## config.mk

```make
export PLATFORM = sky130hd
export DESIGN_NAME = result_reader
export DESIGN_NICKNAME = d
export VERILOG_FILES = /design/src/rtl/result_reader.sv
export SDC_FILE = /design/constraint.sdc
export NUM_CORES = 1
export LEC_CHECK = 0
export CAP_MARGIN = 40
export CORE_MARGIN = 3
export CORE_UTILIZATION = 52
export CTS_CLUSTER_SIZE = 14
export DETAILED_ROUTE_END_ITERATION = 7
export PLACE_DENSITY_LB_ADDON = 0.2
export SLEW_MARGIN = 10
export SYNTH_ARGS = -nofsm -noshare
export SYNTH_HDL_FRONTEND = slang
export SYNTH_SLANG_ARGS = --single-unit
```

## constraint.sdc

```tcl
create_clock -name clk -period 4.1 [get_ports clk]
set_input_delay 0.82 -clock clk [delete_from_list [all_inputs] [get_ports clk]]
set_output_delay 0.82 -clock clk [all_outputs]
set_load 0.01 [all_outputs]
```

## src/rtl/result_reader.sv

```systemverilog
// result_reader: drains the convolution result memory after a layer finishes
// and streams every packed result word out one lane per valid/ready beat.
module result_reader #(
    parameter int DATA_W    = 8,
    parameter int LANES     = 4,
    parameter int ADDR_W    = 8,
    parameter int NUM_WORDS = 43,
    parameter int BASE_ADDR = 0
) (
    input  logic                      clk,
    input  logic                      rst_n,
    input  logic                      start,
    output logic                      mem_rd_en,
    output logic [ADDR_W-1:0]         mem_addr,
    input  logic [LANES*DATA_W-1:0]   mem_rdata,
    output logic [DATA_W-1:0]         out_data,
    output logic                      out_valid,
    input  logic                      out_ready,
    output logic                      out_last,
    output logic                      busy,
    output logic                      done
);

    localparam int WORD_IDX_W = (NUM_WORDS > 1) ? $clog2(NUM_WORDS) : 1;
    localparam int LANE_IDX_W = (LANES > 1) ? $clog2(LANES) : 1;

    localparam logic [WORD_IDX_W-1:0] LAST_WORD = WORD_IDX_W'(NUM_WORDS - 1);
    localparam logic [LANE_IDX_W-1:0] LAST_LANE = LANE_IDX_W'(LANES - 1);
    localparam logic [ADDR_W-1:0]     BASE      = ADDR_W'(BASE_ADDR);

    typedef enum logic [2:0] {
        S_IDLE,
        S_FETCH,
        S_WAIT,
        S_STREAM,
        S_FIN
    } state_t;

    state_t                    state_q, state_d;
    logic [WORD_IDX_W-1:0]     word_idx_q, word_idx_d;
    logic [LANE_IDX_W-1:0]     lane_idx_q, lane_idx_d;
    logic [LANES*DATA_W-1:0]   word_q, word_d;
    logic [DATA_W-1:0]         lane_data;

    // State, counters and the captured word; reset abandons any drain in flight.
    always_ff @(posedge clk or negedge rst_n) begin
        if (!rst_n) begin
            state_q    <= S_IDLE;
            word_idx_q <= '0;
            lane_idx_q <= '0;
            word_q     <= '0;
        end else begin
            state_q    <= state_d;
            word_idx_q <= word_idx_d;
            lane_idx_q <= lane_idx_d;
            word_q     <= word_d;
        end
    end

    // Select the lane currently being presented from the captured word.
    always_comb begin
        lane_data = '0;
        for (int i = 0; i < LANES; i++) begin
            if (lane_idx_q == LANE_IDX_W'(i)) begin
                lane_data = word_q[i*DATA_W +: DATA_W];
            end
        end
    end

    // Next-state and output decode; outputs are purely state-derived so a stall holds them.
    always_comb begin
        state_d    = state_q;
        word_idx_d = word_idx_q;
        lane_idx_d = lane_idx_q;
        word_d     = word_q;
        mem_rd_en  = 1'b0;
        mem_addr   = '0;
        out_data   = '0;
        out_valid  = 1'b0;
        out_last   = 1'b0;
        done       = 1'b0;
        busy       = (state_q != S_IDLE);

        case (state_q)
            S_IDLE: begin
                if (start) begin
                    word_idx_d = '0;
                    state_d    = S_FETCH;
                end
            end
            S_FETCH: begin
                mem_rd_en = 1'b1;
                mem_addr  = BASE + ADDR_W'(word_idx_q);
                state_d   = S_WAIT;
            end
            S_WAIT: begin
                word_d     = mem_rdata;
                lane_idx_d = '0;
                state_d    = S_STREAM;
            end
            S_STREAM: begin
                out_valid = 1'b1;
                out_data  = lane_data;
                out_last  = (lane_idx_q == LAST_LANE) && (word_idx_q == LAST_WORD);
                if (out_ready) begin
                    if (lane_idx_q != LAST_LANE) begin
                        lane_idx_d = lane_idx_q + LANE_IDX_W'(1);
                    end else if (word_idx_q != LAST_WORD) begin
                        word_idx_d = word_idx_q + WORD_IDX_W'(1);
                        state_d    = S_FETCH;
                    end else begin
                        state_d = S_FIN;
                    end
                end
            end
            S_FIN: begin
                done    = 1'b1;
                state_d = S_IDLE;
            end
            default: begin
                state_d = S_IDLE;
            end
        endcase
    end

endmodule

```

==> flow_metrics.py <==
metrics = {
    "run_status": {
        "outcome": "finished, final reports clean",
    },
    "clocking": {
        "post_cts_buffers": 0,
        "cts_root_buffer": "clkbuf_8",
        "insertion_delay_ps": 300,
        "tritoncts": "yes",
        "holdBufCountCts": 0,
        "clockBufferDepth": 2,
        "ctsResizeCount": 0,
        "h-tree-depth": 2,
        "cts.sinks": 43,
        "cts_buffers": 5,
        "clk_pin_slew_ps": 80,
    },
    "grt": {
        "grt_max_degree": 28,
        "antenna_found_initial": 0,
        "grt_usage_pct": 20.6,
        "grt-ovfl-total": 0,
        "grt_pass1_vias": 1658,
        "grt_pass1_wl_mm": 8.08,
    },
    "layout": {
        "final_util_pct": 74.9,
        "multi_input_area_um2": 1010,
        "seq_area_um2": 1080,
        "syn_to_final_growth_pct": 32.9,
        "fin_nets": 287,
        "antennaDiodeCount": 0,
        "fill_cells": 279,
        "drive_gt1_share_pct": 18.7,
    },
    "yosys": {
        "synth_seq_cells": 43,
        "netlist_area_um2": 2160,
        "synthTopCellsByArea": "dfrtp_1 (50%), mux2_2 (16%), o21ai_0 (4.2%)",
        "synthCells": 192,
        "syn_avg_cell_area_um2": 11.2,
        "yosysTopAreaCell": "dfrtp_1",
        "synth.yosys.seq_area_share_pct": 49.9,
        "synthDistinctLibCells": 35,
        "post-synth-top-area-fraction_pct": 49.9,
        "synth_warnings": 0,
    },
    "setup_path": {
        "cp-start-kind": "flop",
        "path_max_fanout": 10,
        "path_class": "flop to output pin",
        "r2r-start": "state_q[2]",
        "rrSetupSlack_ps": 1990,
        "worstPathArrival_ps": 2600,
        "end_kind": "output pin",
        "endpoint": "out_data[2]",
        "r2r-end": "word_q[10]",
        "r2r_cells": 4,
        "crit_path_start": "lane_idx_q[1]",
        "required_ps": 3280,
    },
    "timing": {
        "setup_tns_ps": 0,
        "tightestPinTransition_ps": 677,
        "drv_slew": 0,
        "rsz0062_at_grt": "no",
        "fin_crit_sh_pct": 83.4,
        "relSlewSlack_pct": 54.8,
        "timing.final.hold_violations": 0,
        "finClkSkew_ps": 4.47,
        "fmax_mhz": 293,
        "period_needed_ps": 3420,
        "setup-violations-final": 0,
    },
    "detailed_routing": {
        "viasPerCell": 5.69,
        "dr.pass1.iters": 4,
        "drc": 0,
        "drtIter0Drc": 91,
        "postRouteAntennaNets": 0,
        "routedWlPerCell_um": 16.4,
        "vias": 1673,
        "drt-total-wl_mm": 4.82,
    },
    "worst_hold_path": {
        "hp-class": "primary input to asynchronous set/reset pin",
    },
    "power_and_ir_drop": {
        "p_per_area_nw_per_um2": 692,
        "p_switching_w": 0.000657,
        "clkPwrFrac_pct": 19.8,
        "p_int_w": 0.00133,
        "max-vdd-ir-drop_mv": 0.384,
        "power_frac_seq_pct": 37.8,
        "switching_share_pct": 33.1,
        "combPwrFrac_pct": 42.4,
        "p_leak_nw": 1.21,
    },
    "placement": {
        "place.gp.congestion": 0.789,
        "dp_hpwl_mm": 3.55,
        "numPortBuffers": 54,
    },
    "floorplan": {
        "initial_core_util_pct": 56.3,
        "rows": 22,
        "core_area_um2": 3830,
        "fp.dieW_um": 70.4,
        "dieHeight_um": 70.4,
        "die-area_um2": 4950,
        "io_pins": 57,
    },
    "run": {
        "maxCapViolCount": 0,
    },
}
==> how the worst min path moves through the flow <==
stage | depth (start not counted) | slack [ps] | endpoint
after global placement | 1 | 490 | word_q[4]
final | 1 | 430 | word_q[30]
after detailed placement | 1 | 490 | word_q[16]
after CTS | 1 | 450 | word_q[29]
after floorplan | 1 | 460 | word_q[5]
after global routing | 1 | 460 | word_q[30]
==> layout by cell type (no fill, tap or decap), types with 3 or more instances in the layout <==
cell	instances
clkbuf_8	5
nand2b_1	3
clkdlybuf4s50_1	53
nand2_1	8
o22a_1	3
nand3_1	12
a21oi_1	4
nor2_1	9
inv_1	6
a221o_1	7
o21ai_0	18
mux2_2	30
and2_1	8
dfrtp_1	43
ha_1	6
==> critical path: stages, from the launching register on <==
cell	delay [ps]
dfrtp_1	420
inv_1	80
ha_1	300
nor2b_1	410
a221o_1	210
o21ai_0	90
o21ai_0	210
clkdlybuf4s50_1	580
==> power by group through the flow <==
stage | Clock, W | Combinational (W) | Sequential, W
after floorplan | 0 | 0.000554 | 0.000697
after global placement | 0 | 0.000813 | 0.000747
after detailed placement | 0 | 0.000842 | 0.000755
after CTS | 0.000397 | 0.000848 | 0.000748
after global routing | 0.000411 | 0.000929 | 0.000773
final | 0.000393 | 0.000841 | 0.000749
==> flip-flops by register name, indices dropped and copies added, names as in the netlist <==
name,flops
lane_idx_q,2
word_idx_q,6
state_q,3
word_q,32
==> cell usage after synthesis <==
cell and count:
mux2_2 30, clkbuf_1 4, nor3b_1 2, a22o_1 2, buf_4 2, and2_1 8
a221o_1 7, buf_2 4, nor2_2 1, a21oi_1 4, and2_4 1, mux2_1 2
nand3_1 12, nor3_1 2, nor2b_1 1, nand2_1 8, a31o_2 1, nand3b_2 1
o211a_1 1, conb_1 1, or3_1 1, nor2_1 9, a21bo_2 1, inv_1 6
dfrtp_1 43, o21bai_1 1, nand3b_1 2, o31ai_1 1, or4_1 1, ha_1 6
nand2b_1 3, a211o_1 2, buf_1 1, o22a_1 3, o21ai_0 18
==> per-stage QoR <==
stage	area [um2]	cells	power (W)	hold slack, ps	worst slack [ps]
detailed placement	2730	286	0.00160	491	958
global placement	2710	285	0.00156	486	1150
CTS	2870	294	0.00199	449	679
finish	2870	294	0.00198	433	682
global route	2870	294	0.00211	463	500
floorplan	2160	193	0.00125	458	1670
==> per-layer routing <==
layer / part of all wire, % / global-route usage [%] / up-vias
met4: 1.8 / 7.23 / 0
met5: 0 / 0 / -
met2: 46 / 31.3 / 61
li1: - / - / 790
met1: 46 / 29.2 / 812
met3: 6.3 / 4.32 / 10
==> layout make-up <==
class	count	area share (%)
timing repair buffer	56	19.7
sequential	43	37.6
tap	48	2.10
multi-input combinational	133	35.2
inverter	6	0.786
clock inverter	3	2.36
clock buffer	5	2.40
==> kinds of logic (layout without fill, tap and decap cells) <==
family / after synthesis / in the layout / share of synthesized area (%)
multiplexers: 32 / 32 / 16.7
adder cells (fa/ha/maj): 6 / 6 / 3.48
flip-flops: 43 / 43 / 49.9
buffers and inverters: 17 / 70 / 3.54
AO/OA/AOI/OAI: 41 / 41 / 13.2
other: 1 / 2 / 0.174
AND/OR/NAND/NOR: 52 / 52 / 12.9
Note: power is estimated with default switching activity, not from simulation.
